===== config.mk =====
export PLATFORM = sky130hd
export DESIGN_NAME = rrv64_generic_ram_req
export DESIGN_NICKNAME = d
export VERILOG_FILES = /design/src/rtl/rrv64_generic_ram_req.sv
export SDC_FILE = /design/constraint.sdc
export NUM_CORES = 1
export LEC_CHECK = 0
export ABC_CLOCK_PERIOD_IN_PS = 3400
export BUFFER_PORTS_ARGS = -buffer_cell sky130_fd_sc_hd__buf_2
export CAP_MARGIN = 20
export CORE_MARGIN = 10
export CORE_UTILIZATION = 23
export CTS_CLUSTER_DIAMETER = 200
export DETAILED_ROUTE_END_ITERATION = 6
export PLACE_DENSITY_LB_ADDON = 0.2
export SYNTH_ARGS = -nofsm -noshare
export SYNTH_HDL_FRONTEND = slang
export SYNTH_SLANG_ARGS = --single-unit

===== constraint.sdc =====
create_clock -name clk -period 3.4 [get_ports clk]
set_input_delay 1.02 -clock clk [delete_from_list [all_inputs] [get_ports clk]]
set_output_delay 1.02 -clock clk [all_outputs]
set_load 0.01 [all_outputs]

===== src/rtl/rrv64_generic_ram_req.sv =====
// ----------------------------------------------------------------------------
// rrv64_generic_ram_req
//
// Initiator side of a single-port generic RAM (cs / per-bit we / addr / wd in,
// registered rd out). Requests arrive on a valid/ready port and each accepted
// request becomes exactly one RAM access in the same cycle. Reads are tracked
// through a RD_LATENCY-deep valid pipe. At the tail of that pipe the RAM read
// data is captured into a response FIFO, which is drained in order through a
// second valid/ready port.
//
// After reset, with INIT_EN=1, the block first sweeps every RAM word with
// INIT_VALUE and accepts no request until the sweep is done.
//
// Handshake rule (both ports): a transfer happens on a rising clk edge where
// valid and ready are both high. Once valid is raised, the payload stays
// stable until that transfer. ready never depends combinationally on valid.
// Neither ready output depends on the opposite port's valid or ready input.
//
// Ports
//   clk            clock, every state update on the rising edge
//   rst_n          synchronous reset, active low
//   req_valid_i    request valid
//   req_ready_o    request accepted when valid & ready
//   req_addr_i     word address
//   req_wdata_i    write data
//   req_wmask_i    per-bit write enable, all-zero means read
//   resp_valid_o   read data valid (response FIFO non-empty)
//   resp_ready_i   response consumed when valid & ready
//   resp_rdata_o   read data at the FIFO head
//   init_done_o    high once the controller is in RUN
//   ram_cs_o       RAM chip select
//   ram_we_o       RAM per-bit write enable
//   ram_addr_o     RAM address
//   ram_wd_o       RAM write data
//   ram_rd_i       RAM read data, valid RD_LATENCY cycles after the cs edge
//   dbg_state_o    controller state (0 = INIT sweep, 1 = RUN)
// ----------------------------------------------------------------------------
module rrv64_generic_ram_req #(
    parameter int                      ADDR_BITS  = 4,
    parameter int                      DATA_BITS  = 8,
    parameter int                      RD_LATENCY = 1,
    parameter int                      RESP_DEPTH = 4,
    parameter bit                      INIT_EN    = 1'b1,
    parameter logic [DATA_BITS-1:0]    INIT_VALUE = '0
) (
    input  logic                    clk,
    input  logic                    rst_n,

    input  logic                    req_valid_i,
    output logic                    req_ready_o,
    input  logic [ADDR_BITS-1:0]    req_addr_i,
    input  logic [DATA_BITS-1:0]    req_wdata_i,
    input  logic [DATA_BITS-1:0]    req_wmask_i,

    output logic                    resp_valid_o,
    input  logic                    resp_ready_i,
    output logic [DATA_BITS-1:0]    resp_rdata_o,

    output logic                    init_done_o,

    output logic                    ram_cs_o,
    output logic [DATA_BITS-1:0]    ram_we_o,
    output logic [ADDR_BITS-1:0]    ram_addr_o,
    output logic [DATA_BITS-1:0]    ram_wd_o,
    input  logic [DATA_BITS-1:0]    ram_rd_i,

    output logic                    dbg_state_o
);

    // ------------------------------------------------------------------------
    // Local sizing
    // ------------------------------------------------------------------------
    localparam int CNT_W = $clog2(RESP_DEPTH + 1);
    localparam int PTR_W = (RESP_DEPTH > 1) ? $clog2(RESP_DEPTH) : 1;

    localparam logic [ADDR_BITS-1:0] SWEEP_LAST = {ADDR_BITS{1'b1}};
    localparam logic [CNT_W-1:0]     DEPTH_CNT  = CNT_W'(RESP_DEPTH);
    localparam logic [CNT_W-1:0]     CNT_ONE    = CNT_W'(1);

    typedef enum logic {
        ST_INIT = 1'b0,
        ST_RUN  = 1'b1
    } state_t;

    // ------------------------------------------------------------------------
    // Controller state
    // ------------------------------------------------------------------------
    state_t                  state;
    logic [ADDR_BITS-1:0]    sweep_cnt;
    logic                    init_done_q;

    // Request / response bookkeeping
    logic [CNT_W-1:0]        credit_cnt;   // reads in flight + FIFO occupancy
    logic [RD_LATENCY-1:0]   rd_pipe;      // one bit per read in the latency pipe
    logic [DATA_BITS-1:0]    fifo_mem [RESP_DEPTH];
    logic [PTR_W-1:0]        wr_ptr;
    logic [PTR_W-1:0]        rd_ptr;
    logic [CNT_W-1:0]        fifo_cnt;

    logic                    accept;
    logic                    rd_accept;
    logic                    push;
    logic                    pop;

    // Pointer increment that wraps modulo RESP_DEPTH, so non-power-of-two
    // depths work.
    function automatic logic [PTR_W-1:0] ptr_inc(input logic [PTR_W-1:0] p);
        if (p == PTR_W'(RESP_DEPTH - 1)) begin
            return '0;
        end
        return p + PTR_W'(1);
    endfunction

    // ------------------------------------------------------------------------
    // FSM: INIT sweeps addresses 0..2**ADDR_BITS-1, one per cycle, then RUN.
    // init_done is registered and is set on the same edge that enters RUN.
    // ------------------------------------------------------------------------
    always_ff @(posedge clk) begin
        if (!rst_n) begin
            state       <= INIT_EN ? ST_INIT : ST_RUN;
            sweep_cnt   <= '0;
            init_done_q <= 1'b0;
        end else begin
            case (state)
                ST_INIT: begin
                    sweep_cnt <= sweep_cnt + ADDR_BITS'(1);
                    if (sweep_cnt == SWEEP_LAST) begin
                        state       <= ST_RUN;
                        init_done_q <= 1'b1;
                    end
                end
                ST_RUN: begin
                    init_done_q <= 1'b1;
                end
                default: begin
                    state <= ST_INIT;
                end
            endcase
        end
    end

    assign init_done_o = init_done_q;
    assign dbg_state_o = (state == ST_RUN);

    // ------------------------------------------------------------------------
    // Request acceptance.
    // ready is driven only from registers, plus the rst_n gate. The gate
    // keeps the port quiet while reset is held.
    // ------------------------------------------------------------------------
    assign req_ready_o = rst_n && (state == ST_RUN) && (credit_cnt < DEPTH_CNT);
    assign accept      = req_valid_i && req_ready_o;
    assign rd_accept   = accept && (req_wmask_i == '0);

    // ------------------------------------------------------------------------
    // RAM drive.
    // During the sweep, the RAM is written with a full mask.
    // In RUN, an accepted request goes straight to the RAM pins in the same
    // cycle.
    // Everything is zero otherwise, including while reset is asserted.
    // ------------------------------------------------------------------------
    always_comb begin
        ram_cs_o   = 1'b0;
        ram_we_o   = '0;
        ram_addr_o = '0;
        ram_wd_o   = '0;
        if (rst_n && (state == ST_INIT)) begin
            ram_cs_o   = 1'b1;
            ram_we_o   = '1;
            ram_addr_o = sweep_cnt;
            ram_wd_o   = INIT_VALUE;
        end else if (accept) begin
            ram_cs_o   = 1'b1;
            ram_we_o   = req_wmask_i;
            ram_addr_o = req_addr_i;
            ram_wd_o   = req_wdata_i;
        end
    end

    // ------------------------------------------------------------------------
    // Read latency pipe.
    // A read accepted in cycle T reaches the top bit in cycle T+RD_LATENCY.
    // That is the cycle in which ram_rd_i carries its data.
    // ------------------------------------------------------------------------
    always_ff @(posedge clk) begin
        if (!rst_n) begin
            rd_pipe <= '0;
        end else begin
            rd_pipe <= (rd_pipe << 1) | RD_LATENCY'(rd_accept);
        end
    end

    assign push = rd_pipe[RD_LATENCY-1];

    // ------------------------------------------------------------------------
    // Response FIFO.
    // The credit check at issue guarantees that a push always finds a free
    // entry. Push and pop may happen in the same cycle.
    // ------------------------------------------------------------------------
    assign resp_valid_o = rst_n && (fifo_cnt != '0);
    assign pop          = resp_valid_o && resp_ready_i;
    assign resp_rdata_o = resp_valid_o ? fifo_mem[rd_ptr] : '0;

    always_ff @(posedge clk) begin
        if (push) begin
            fifo_mem[wr_ptr] <= ram_rd_i;
        end
    end

    always_ff @(posedge clk) begin
        if (!rst_n) begin
            wr_ptr   <= '0;
            rd_ptr   <= '0;
            fifo_cnt <= '0;
        end else begin
            if (push) begin
                wr_ptr <= ptr_inc(wr_ptr);
            end
            if (pop) begin
                rd_ptr <= ptr_inc(rd_ptr);
            end
            case ({push, pop})
                2'b10:   fifo_cnt <= fifo_cnt + CNT_ONE;
                2'b01:   fifo_cnt <= fifo_cnt - CNT_ONE;
                default: fifo_cnt <= fifo_cnt;
            endcase
        end
    end

    // ------------------------------------------------------------------------
    // Credits.
    // A credit is reserved when a read is accepted and returned when its
    // response is popped. This bounds reads in flight plus FIFO occupancy by
    // RESP_DEPTH.
    // ------------------------------------------------------------------------
    always_ff @(posedge clk) begin
        if (!rst_n) begin
            credit_cnt <= '0;
        end else begin
            case ({rd_accept, pop})
                2'b10:   credit_cnt <= credit_cnt + CNT_ONE;
                2'b01:   credit_cnt <= credit_cnt - CNT_ONE;
                default: credit_cnt <= credit_cnt;
            endcase
        end
    end

    // Structural invariants of the credit scheme.
    always_ff @(posedge clk) begin
        if (rst_n) begin
            assert (credit_cnt <= DEPTH_CNT);
            assert (!(push && !pop && (fifo_cnt == DEPTH_CNT)));
        end
    end

endmodule


==> impl_metrics.env, run 1 <==
export IMPL_holdWs_ps=456
export IMPL_cpMaxStageDelayCell="and4b_1"
export IMPL_synth_edff_count=32
export IMPL_drt_pass1_iterations=4
export IMPL_hold_viol_final=0
export IMPL_synthFlopType="edfxtp_1"
export IMPL_critical_path_buf_inv_count=3
export IMPL_reg2reg_depth=8
export IMPL_final_instance_count_excl_fill=382
export IMPL_fp_dieW_um=121
export IMPL_vias=1543
export IMPL_slowest_delay_ps=300
export IMPL_relSlewSlack_pct=42.2
export IMPL_layout_commonest_cell="buf_2"
export IMPL_setup_violations=0
export IMPL_outcome="finished, final reports clean"
export IMPL_r2r_end="credit_cnt[2]"
export IMPL_ios=65
export IMPL_numPortBuffers=64
export IMPL_postSynthAreaPerCell_um2=12.9
export IMPL_worst_pin_slew_ps=861
export IMPL_rsz0062_at_grt="false"
export IMPL_syn_num_nets=223
export IMPL_postRouteAntennaNets=0
export IMPL_synthTopCellsByArea="edfxtp_1 41%, dfxtp_1 16%, mux4_2 7.7%"
export IMPL_clockRootBuffer="clkbuf_8"
export IMPL_synth_seq_cells=51
export IMPL_ir_drop_v=0.000182
export IMPL_hp_class="reg2reg"
export IMPL_dp_cells=374
export IMPL_cp_num_cells=5
export IMPL_powerDensity_nw_per_um2=394
export IMPL_post_cts_setup_buffer_count=0
export IMPL_slew_viol_final=0
export IMPL_diodes=0
export IMPL_syn_inst=181
export IMPL_syn_area_um2=2330
export IMPL_coreArea_um2=9820
export IMPL_critPathTopFamily="buffers and inverters"
export IMPL_grt_pass1_wl_um=8180
export IMPL_num_rows=36
export IMPL_n_fill_cell=1067
export IMPL_ff_latch_area_um2=1340
export IMPL_min_delay_start="init_done_o"
export IMPL_cpMostUsedCell="buf_2"
export IMPL_synthDistinctLibCells=36
export IMPL_die_height_um=121
export IMPL_finalClockSkew_ps=12.9
export IMPL_regToRegSetupSlack_ps=1220
export IMPL_holdPathEnd="init_done_o"
export IMPL_layout_drive_gt1_share_pct=33.7
export IMPL_initial_utilization_pct=23.8
export IMPL_multi_input_area_um2=916
export IMPL_cp_start_kind="primary input"
export IMPL_cts_buffers=5
export IMPL_yosysTopAreaCell="edfxtp_1"
export IMPL_r2r_start="dbg_state_o"
export IMPL_holdPathStages=1
export IMPL_area_growth_pct=25.0
export IMPL_fin_tns_setup_ps=0
export IMPL_critPathArrivalTime_ps=2040
export IMPL_grt_pass1_vias=1632
export IMPL_antenna_found_initial=0
export IMPL_nNetsFinal=290
export IMPL_path_class="in2out"
export IMPL_yosysTopAreaCellShare_pct=41.2
export IMPL_grt_max_degree=21
export IMPL_crit_required_ps=2380
export IMPL_htreeDepth=2
export IMPL_cts_tree="built"
export IMPL_drv_cap=0
export IMPL_crit_fanout=20
export IMPL_end_kind="primary output"
export IMPL_yosys_warnings=0
export IMPL_path_cells="buf_2 > and4b_1 > buf_4 > a22o_1 > buf_2"
export IMPL_period_share_pct=90.1
export IMPL_cts_resized=0
export IMPL_fin_crit_ps=3060
export IMPL_path_clk_slew_ps=90
export IMPL_cts_sinks=51
export IMPL_final_cell_mix="64 x buf_2, 32 x edfxtp_1, 22 x nand2_1, 19 x dfxtp_1, 18 x and2_1"
export IMPL_overflow=0
export IMPL_gp_congestion=0.672
export IMPL_die_area_um2=14600
export IMPL_track_usage_pct=7.10
export IMPL_dp_hpwl_um=3930
export IMPL_async_reset_ff_share_pct=0
export IMPL_drt_vias_per_instance=4.04
export IMPL_clk_path_buf_depth=2
export IMPL_fmax_mhz=327
export IMPL_drt_iter0_markers=57
export IMPL_hold_buffers=0
export IMPL_drt_wl_total_um=5200
export IMPL_clk_latency_ps=310
export IMPL_drcViolationCount=0
export IMPL_leakagePower_nw=1.18
export IMPL_wl_per_cell_um=13.6
export IMPL_yosysSeqAreaShare_pct=57.5
## how the worst max path moves through the flow
stage          start       endpoint  slack [ps]
6_report       rst_n  ram_addr_o[1]         340
5_1_grt        rst_n    ram_we_o[0]         200
4_1_cts        rst_n  ram_addr_o[1]         310
3_3_place_gp   rst_n  ram_addr_o[1]         360
3_5_place_dp   rst_n  ram_addr_o[1]         320
2_1_floorplan  rst_n    fifo_cnt[2]         750
## per-layer routing
metal,GRT usage [%],vias up,routed length (µm)
li1,-,773,-
met1,8.21,723,2320
met2,11.7,43,2480
met3,3.44,4,364
met4,1.36,0,33
met5,0,-,0
## report_power, final
group	switching, W	total [W]	internal [W]
Combinational	0.0000274	0.0000544	0.0000270
Sequential	0.00000364	0.000662	0.000659
Clock	0.000210	0.000433	0.000223
## through the flow
stage                     instance area (µm²)  worst slack [ps]  util, %  total power (W)
after floorplan                          2330               754        -         0.000697
after global placement                   2800               364     28.5         0.000731
after detailed placement                 2800               317     28.5         0.000732
after CTS                                2920               310     29.7          0.00116
after global routing                     2920               196     29.7          0.00120
final                                    2920               338     29.7          0.00115
## registers in the layout, summed over array words and instances (netlist names), named ones only
register / count
wr_ptr: 2
rd_ptr: 2
init_done_o: 1
dbg_state_o: 1
credit_cnt: 3
sweep_cnt: 4
fifo_mem: 32
fifo_cnt: 3
push: 1
## kinds of logic (layout without fill, tap and decap cells)
family,count (synthesis),count (layout),share of synthesized area [%]
fa+ha+maj,10,10,6.01
compound gates,20,20,6.43
simple gates,66,66,15.2
mux,11,11,9.01
flops,51,51,57.5
buf+inv,16,84,3.27
xor+xnor,7,7,2.63
## cell usage after synthesis (all sizes together), types with 3 or more instances
cell type	number
a21boi	3
a22o	4
and2	18
buf	5
dfxtp	19
edfxtp	32
ha	8
inv	9
mux2i	3
mux4	8
nand2	22
nand2b	3
nor2	3
nor2b	12
o21ai	6
xnor2	6
## final cells by class
type | count | area share [%]
clock inverter | 3 | 1.63
tap | 133 | 5.71
timing repair buffer | 67 | 11.8
inverter | 9 | 1.16
multi-input combinational | 114 | 31.4
sequential | 51 | 46.0
clock buffer | 5 | 2.36
Power figures use the tool's default switching activity.
==> run 2, diff against run 1 <==
--- a/config.mk
+++ b/config.mk
@@ -7,7 +7,9 @@
 export LEC_CHECK = 0
 export ABC_CLOCK_PERIOD_IN_PS = 3400
 export BUFFER_PORTS_ARGS = -buffer_cell sky130_fd_sc_hd__buf_2
-export CAP_MARGIN = 20
+export CAP_MARGIN = 0
+export CELL_PAD_IN_SITES_DETAIL_PLACEMENT = 2
+export CELL_PAD_IN_SITES_GLOBAL_PLACEMENT = 2
 export CORE_MARGIN = 10
 export CORE_UTILIZATION = 23
 export CTS_CLUSTER_DIAMETER = 200
==> run 2 against run 1 <==
  * Power is 0.55% lower
  * Clock-buffer cell count did not move
  * Via count rose by 5.2%
  * Clock skew decreased by 6.1 ps
  * Worst hold slack improved by 5.8 ps
  * Flip-flop and latch count is the same
  * Global-route usage increased by 1.2 points
  * Fmax is 3.5% higher
  * Setup slack better by 100 ps
  * Combinational power increased by 3.9%
  * Critical endpoint is now resp_rdata_o[3]
  * Largest cell class unchanged
  * Highest routed layer unchanged
==> impl_metrics.env, run 2 (same netlist as run 1, synthesis figures left out) <==
export IMPL_drv_cap=0
export IMPL_drcViolationCount=0
export IMPL_fmax_mhz=338
export IMPL_ir_drop_v=0.000154
export IMPL_htreeDepth=2
export IMPL_setup_violations=0
export IMPL_numPortBuffers=64
export IMPL_area_growth_pct=25.3
export IMPL_post_cts_setup_buffer_count=0
export IMPL_top_regs="fifo_mem: 32 flops, sweep_cnt: 4 flops"
export IMPL_num_rows=36
export IMPL_postRouteAntennaNets=0
export IMPL_cts_sinks=51
export IMPL_end_kind="primary output"
export IMPL_worst_pin_slew_ps=833
export IMPL_clk_latency_ps=300
export IMPL_n_fill_cell=1142
export IMPL_cts_buffers=5
export IMPL_drt_iter0_markers=30
export IMPL_path_clk_slew_ps=90
export IMPL_leakagePower_nw=1.18
export IMPL_crit_fanout=11
export IMPL_overflow=0
export IMPL_initial_utilization_pct=23.8
export IMPL_track_usage_pct=8.31
export IMPL_rsz0062_at_grt="false"
export IMPL_hold_buffers=0
export IMPL_fin_tns_setup_ps=0
export IMPL_drt_pass1_iterations=4
export IMPL_fin_crit_ps=2960
export IMPL_nNetsFinal=291
export IMPL_critPathArrivalTime_ps=1940
export IMPL_cts_resized=0
export IMPL_gp_congestion=0.656
export IMPL_wl_per_cell_um=15.1
export IMPL_diodes=0
export IMPL_drt_vias_per_instance=4.24
export IMPL_path_class="in2out"
export IMPL_slew_viol_final=0
export IMPL_drt_wl_total_um=5780
export IMPL_hold_viol_final=0
export IMPL_largest_reg_flops=32
export IMPL_finalClockSkew_ps=6.86
export IMPL_fp_dieW_um=121
export IMPL_layout_drive_gt1_share_pct=34.0
export IMPL_cts_tree="built"
export IMPL_cp_start_kind="primary input"
export IMPL_layout_commonest_cell="buf_2"
export IMPL_dp_hpwl_um=4560
export IMPL_placed_area_um2=2810
export IMPL_coreArea_um2=9820
export IMPL_die_area_um2=14600
export IMPL_grt_max_degree=18
export IMPL_powerDensity_nw_per_um2=391
export IMPL_clk_path_buf_depth=2
export IMPL_period_share_pct=87.0
export IMPL_final_cell_mix="64 x buf_2, 32 x edfxtp_1, 22 x nand2_1, 19 x dfxtp_1, 18 x and2_1"
export IMPL_clockRootBuffer="clkbuf_8"
export IMPL_regMostFlops="fifo_mem"
export IMPL_outcome="finished, final reports clean"
export IMPL_crit_required_ps=2380
export IMPL_grt_pass1_vias=1903
export IMPL_ios=65
export IMPL_grt_pass1_wl_um=9840
export IMPL_final_cell_area_um2=2920
export IMPL_die_height_um=121
export IMPL_antenna_found_initial=0
export IMPL_relSlewSlack_pct=44.1
export IMPL_hp_class="reg2reg"
export IMPL_vias=1623
run 2: cell count changes in the layout (fill, tap and decap cells not counted), sizes merged:
cell,before,now
clkinvlp,0,1
buf,67,68
clkinv,1,0
run 2: area by class of cell:
| class | instances | area [µm²] | area share, % |
|---|---|---|---|
| clock buffer | 5 | 68.8 | 2.35 |
| timing repair buffer | 68 | 350 | 12.0 |
| inverter | 9 | 33.8 | 1.16 |
| clock inverter | 3 | 46.3 | 1.58 |
| sequential | 51 | 1340 | 45.9 |
| multi-input combinational | 114 | 916 | 31.3 |
| tap | 133 | 166 | 5.69 |
run 2: power by group:
part	leakage [nW]	switching [W]	internal (W)
Clock	0.0548	0.000203	0.000222
Sequential	0.441	0.00000398	0.000659
Combinational	0.680	0.0000287	0.0000278
Total	1.18	0.000235	0.000908
run 2: final timing paths:
path	depth (start not counted)	slack [ps]	start	to
worst max-delay path	5	440	rst_n	resp_rdata_o[3]
worst min-delay path	1	460	init_done_o	init_done_o
worst max register to register	9	1140	dbg_state_o	credit_cnt[2]
worst min register to register	1	460	init_done_o	init_done_o
run 2: layer usage:
metal	up-vias	GRT usage [%]	part of all wire, %
li1	773	-	-
met1	785	9.49	43
met3	6	3.82	8.7
met4	0	2.04	0.92
met5	-	0	0
met2	59	13.8	47
run 2: through the flow:
stage | worst slack, ps | total power, W | hold slack [ps] | std cells | utilization [%]
final | 442 | 0.00114 | 462 | 383 | 29.8
after global routing | 324 | 0.00120 | 498 | 383 | 29.8
after CTS | 394 | 0.00116 | 470 | 383 | 29.8
after detailed placement | 261 | 0.000735 | 444 | 375 | 28.6
after global placement | 419 | 0.000735 | 439 | 375 | 28.6
after floorplan | 754 | 0.000697 | 456 | 181 | -
run 2: critical path: stages:
cell     delay [ps]
buf_2           160
buf_4           200
o31ai_2         200
nor2b_1         200
buf_2           160
==> run 3, diff against run 2 <==
--- a/config.mk
+++ b/config.mk
@@ -14,6 +14,7 @@
 export CORE_UTILIZATION = 23
 export CTS_CLUSTER_DIAMETER = 200
 export DETAILED_ROUTE_END_ITERATION = 6
+export GPL_TIMING_DRIVEN = 0
 export PLACE_DENSITY_LB_ADDON = 0.2
 export SYNTH_ARGS = -nofsm -noshare
 export SYNTH_HDL_FRONTEND = slang
==> run 3 against run 2 <==
  * Clock skew shrank 4.6 ps
  * First-iteration DRC count grew 20%
  * Die area is the same
  * Clock-buffer cell count is the same
  * Via count grew 0.68%
  * Core utilization grew 0.13 points
  * Sequential power is essentially flat
  * Sequential share of layout area shrank 0.20 points
  * Power grew 0.71%
  * Non-clock buffer count grew 3
  * Final area grew 0.43%
==> impl_metrics.env, run 3 (same netlist as run 1, synthesis figures left out) <==
export IMPL_p_comb_share_pct=4.9
export IMPL_regMostFlops="fifo_mem"
export IMPL_hold_buffers=0
export IMPL_clk_path_buf_depth=2
export IMPL_regToRegSetupSlack_ps=1230
export IMPL_wl_per_cell_um=15.2
export IMPL_critPathArrivalTime_ps=1940
export IMPL_gr_usage_met2_pct=13.6
export IMPL_relSlewSlack_pct=43.6
export IMPL_power_switching_w=0.000244
export IMPL_fin_crit_ps=2960
export IMPL_cts_buffers=5
export IMPL_rsz0062_at_grt="false"
export IMPL_slowest_delay_ps=260
export IMPL_groute_layer_met1_usage_pct=9.60
export IMPL_overflow=0
export IMPL_coreArea_um2=9820
export IMPL_layout_drive_gt1_share_pct=34.4
export IMPL_cp_start_kind="primary input"
export IMPL_ios=65
export IMPL_fmax_mhz=337
export IMPL_nNetsFinal=294
export IMPL_top_regs="fifo_mem: 32 flops, sweep_cnt: 4 flops"
export IMPL_cts_sinks=51
export IMPL_grt_pass1_wl_um=9820
export IMPL_num_rows=36
export IMPL_gp_congestion=0.671
export IMPL_cts_tree="built"
export IMPL_htreeDepth=2
export IMPL_post_cts_setup_buffer_count=0
export IMPL_powerDensity_nw_per_um2=392
export IMPL_die_area_um2=14600
export IMPL_grt_max_degree=18
export IMPL_startpoint="rst_n"
export IMPL_track_usage_pct=8.34
export IMPL_slew_viol_final=0
export IMPL_ir_drop_v=0.000167
export IMPL_finalClockSkew_ps=2.29
export IMPL_drt_vias_per_instance=4.23
export IMPL_drv_cap=0
export IMPL_vias=1634
export IMPL_critPathTopFamily="buffers and inverters"
export IMPL_final_util_pct=29.9
export IMPL_path_clk_slew_ps=100
export IMPL_worst_pin_slew_ps=841
export IMPL_initial_utilization_pct=23.8
export IMPL_diodes=0
export IMPL_final_cell_mix="67 x buf_2, 32 x edfxtp_1, 22 x nand2_1, 19 x dfxtp_1, 18 x and2_1"
export IMPL_period_share_pct=87.2
export IMPL_setup_violations=0
export IMPL_cpMaxStageDelayCell="and4b_1"
export IMPL_layout_commonest_cell="buf_2"
export IMPL_drt_iter0_markers=36
export IMPL_cts_resized=0
export IMPL_cpMostUsedCell="buf_2"
export IMPL_clockRootBuffer="clkbuf_8"
export IMPL_hp_class="reg2reg"
export IMPL_fp_dieW_um=121
export IMPL_fin_tns_setup_ps=0
export IMPL_postRouteAntennaNets=0
export IMPL_p_int_w=0.000908
export IMPL_grt_pass1_vias=1943
export IMPL_numPortBuffers=64
export IMPL_path_class="in2out"
export IMPL_crit_required_ps=2380
export IMPL_end_kind="primary output"
export IMPL_crit_fanout=10
export IMPL_r2r_start="dbg_state_o"
export IMPL_critical_path_buf_inv_count=3
export IMPL_use_met3_pct=3.96
export IMPL_p_seq_share_pct=57.5
export IMPL_drt_wl_total_um=5850
export IMPL_clockPowerShare_pct=37.5
export IMPL_leakagePower_nw=1.19
export IMPL_largest_reg_flops=32
export IMPL_min_delay_start="init_done_o"
export IMPL_path_cells="buf_2 > and4b_1 > buf_2 > nand2_1 > nand2_1 > buf_2"
export IMPL_dp_hpwl_um=4620
export IMPL_sw_frac_of_total_pct=21.2
export IMPL_drcViolationCount=0
export IMPL_drt_pass1_iterations=4
export IMPL_outcome="finished, final reports clean"
export IMPL_clk_latency_ps=300
export IMPL_die_height_um=121
export IMPL_area_growth_pct=25.8
export IMPL_antenna_found_initial=0
export IMPL_hold_viol_final=0
export IMPL_grt_busiest_layer="met2"
-- run 3: layout make-up --
| cell class | instances | area (µm²) |
|---|---|---|
| Fill cell | 1114 | 6880 |
| Sequential cell | 51 | 1340 |
| Multi-Input combinational cell | 114 | 916 |
| Timing Repair Buffer | 64 | 320 |
| Tap cell | 133 | 166 |
| Clock buffer | 5 | 68.8 |
| Clock inverter | 3 | 46.3 |
| Buffer | 7 | 42.5 |
| Inverter | 9 | 33.8 |
-- run 3: path summary, 6_finish.rpt --
| check | end | cells past startpoint |
|---|---|---|
| max | ram_we_o[5] | 6 |
| min | init_done_o | 1 |
| max reg2reg | credit_cnt[2] | 9 |
| min reg2reg | init_done_o | 1 |
-- run 3: routing by layer --
metal,up-vias,wire length [µm]
met4,0,63
li1,782,-
met5,-,0
met1,789,2530
met2,59,2730
met3,4,529
-- run 3: stage by stage --
stage	setup slack [ps]	hold WS (ps)	power [W]	cell area, µm²	cells
floorplan	754	456	0.000697	2330	181
global placement	337	439	0.000734	2820	378
detailed placement	259	449	0.000736	2820	378
CTS	374	479	0.00117	2940	386
global route	287	499	0.00121	2940	386
finish	436	477	0.00115	2940	386
-- run 3: power groups by stage --
stage	sequential, W	combinational, W	clock, W
after detailed placement	0.000677	0.0000590	0
final	0.000663	0.0000569	0.000432
after global routing	0.000664	0.0000654	0.000477
after floorplan	0.000676	0.0000214	0
after global placement	0.000677	0.0000574	0
after CTS	0.000663	0.0000593	0.000452
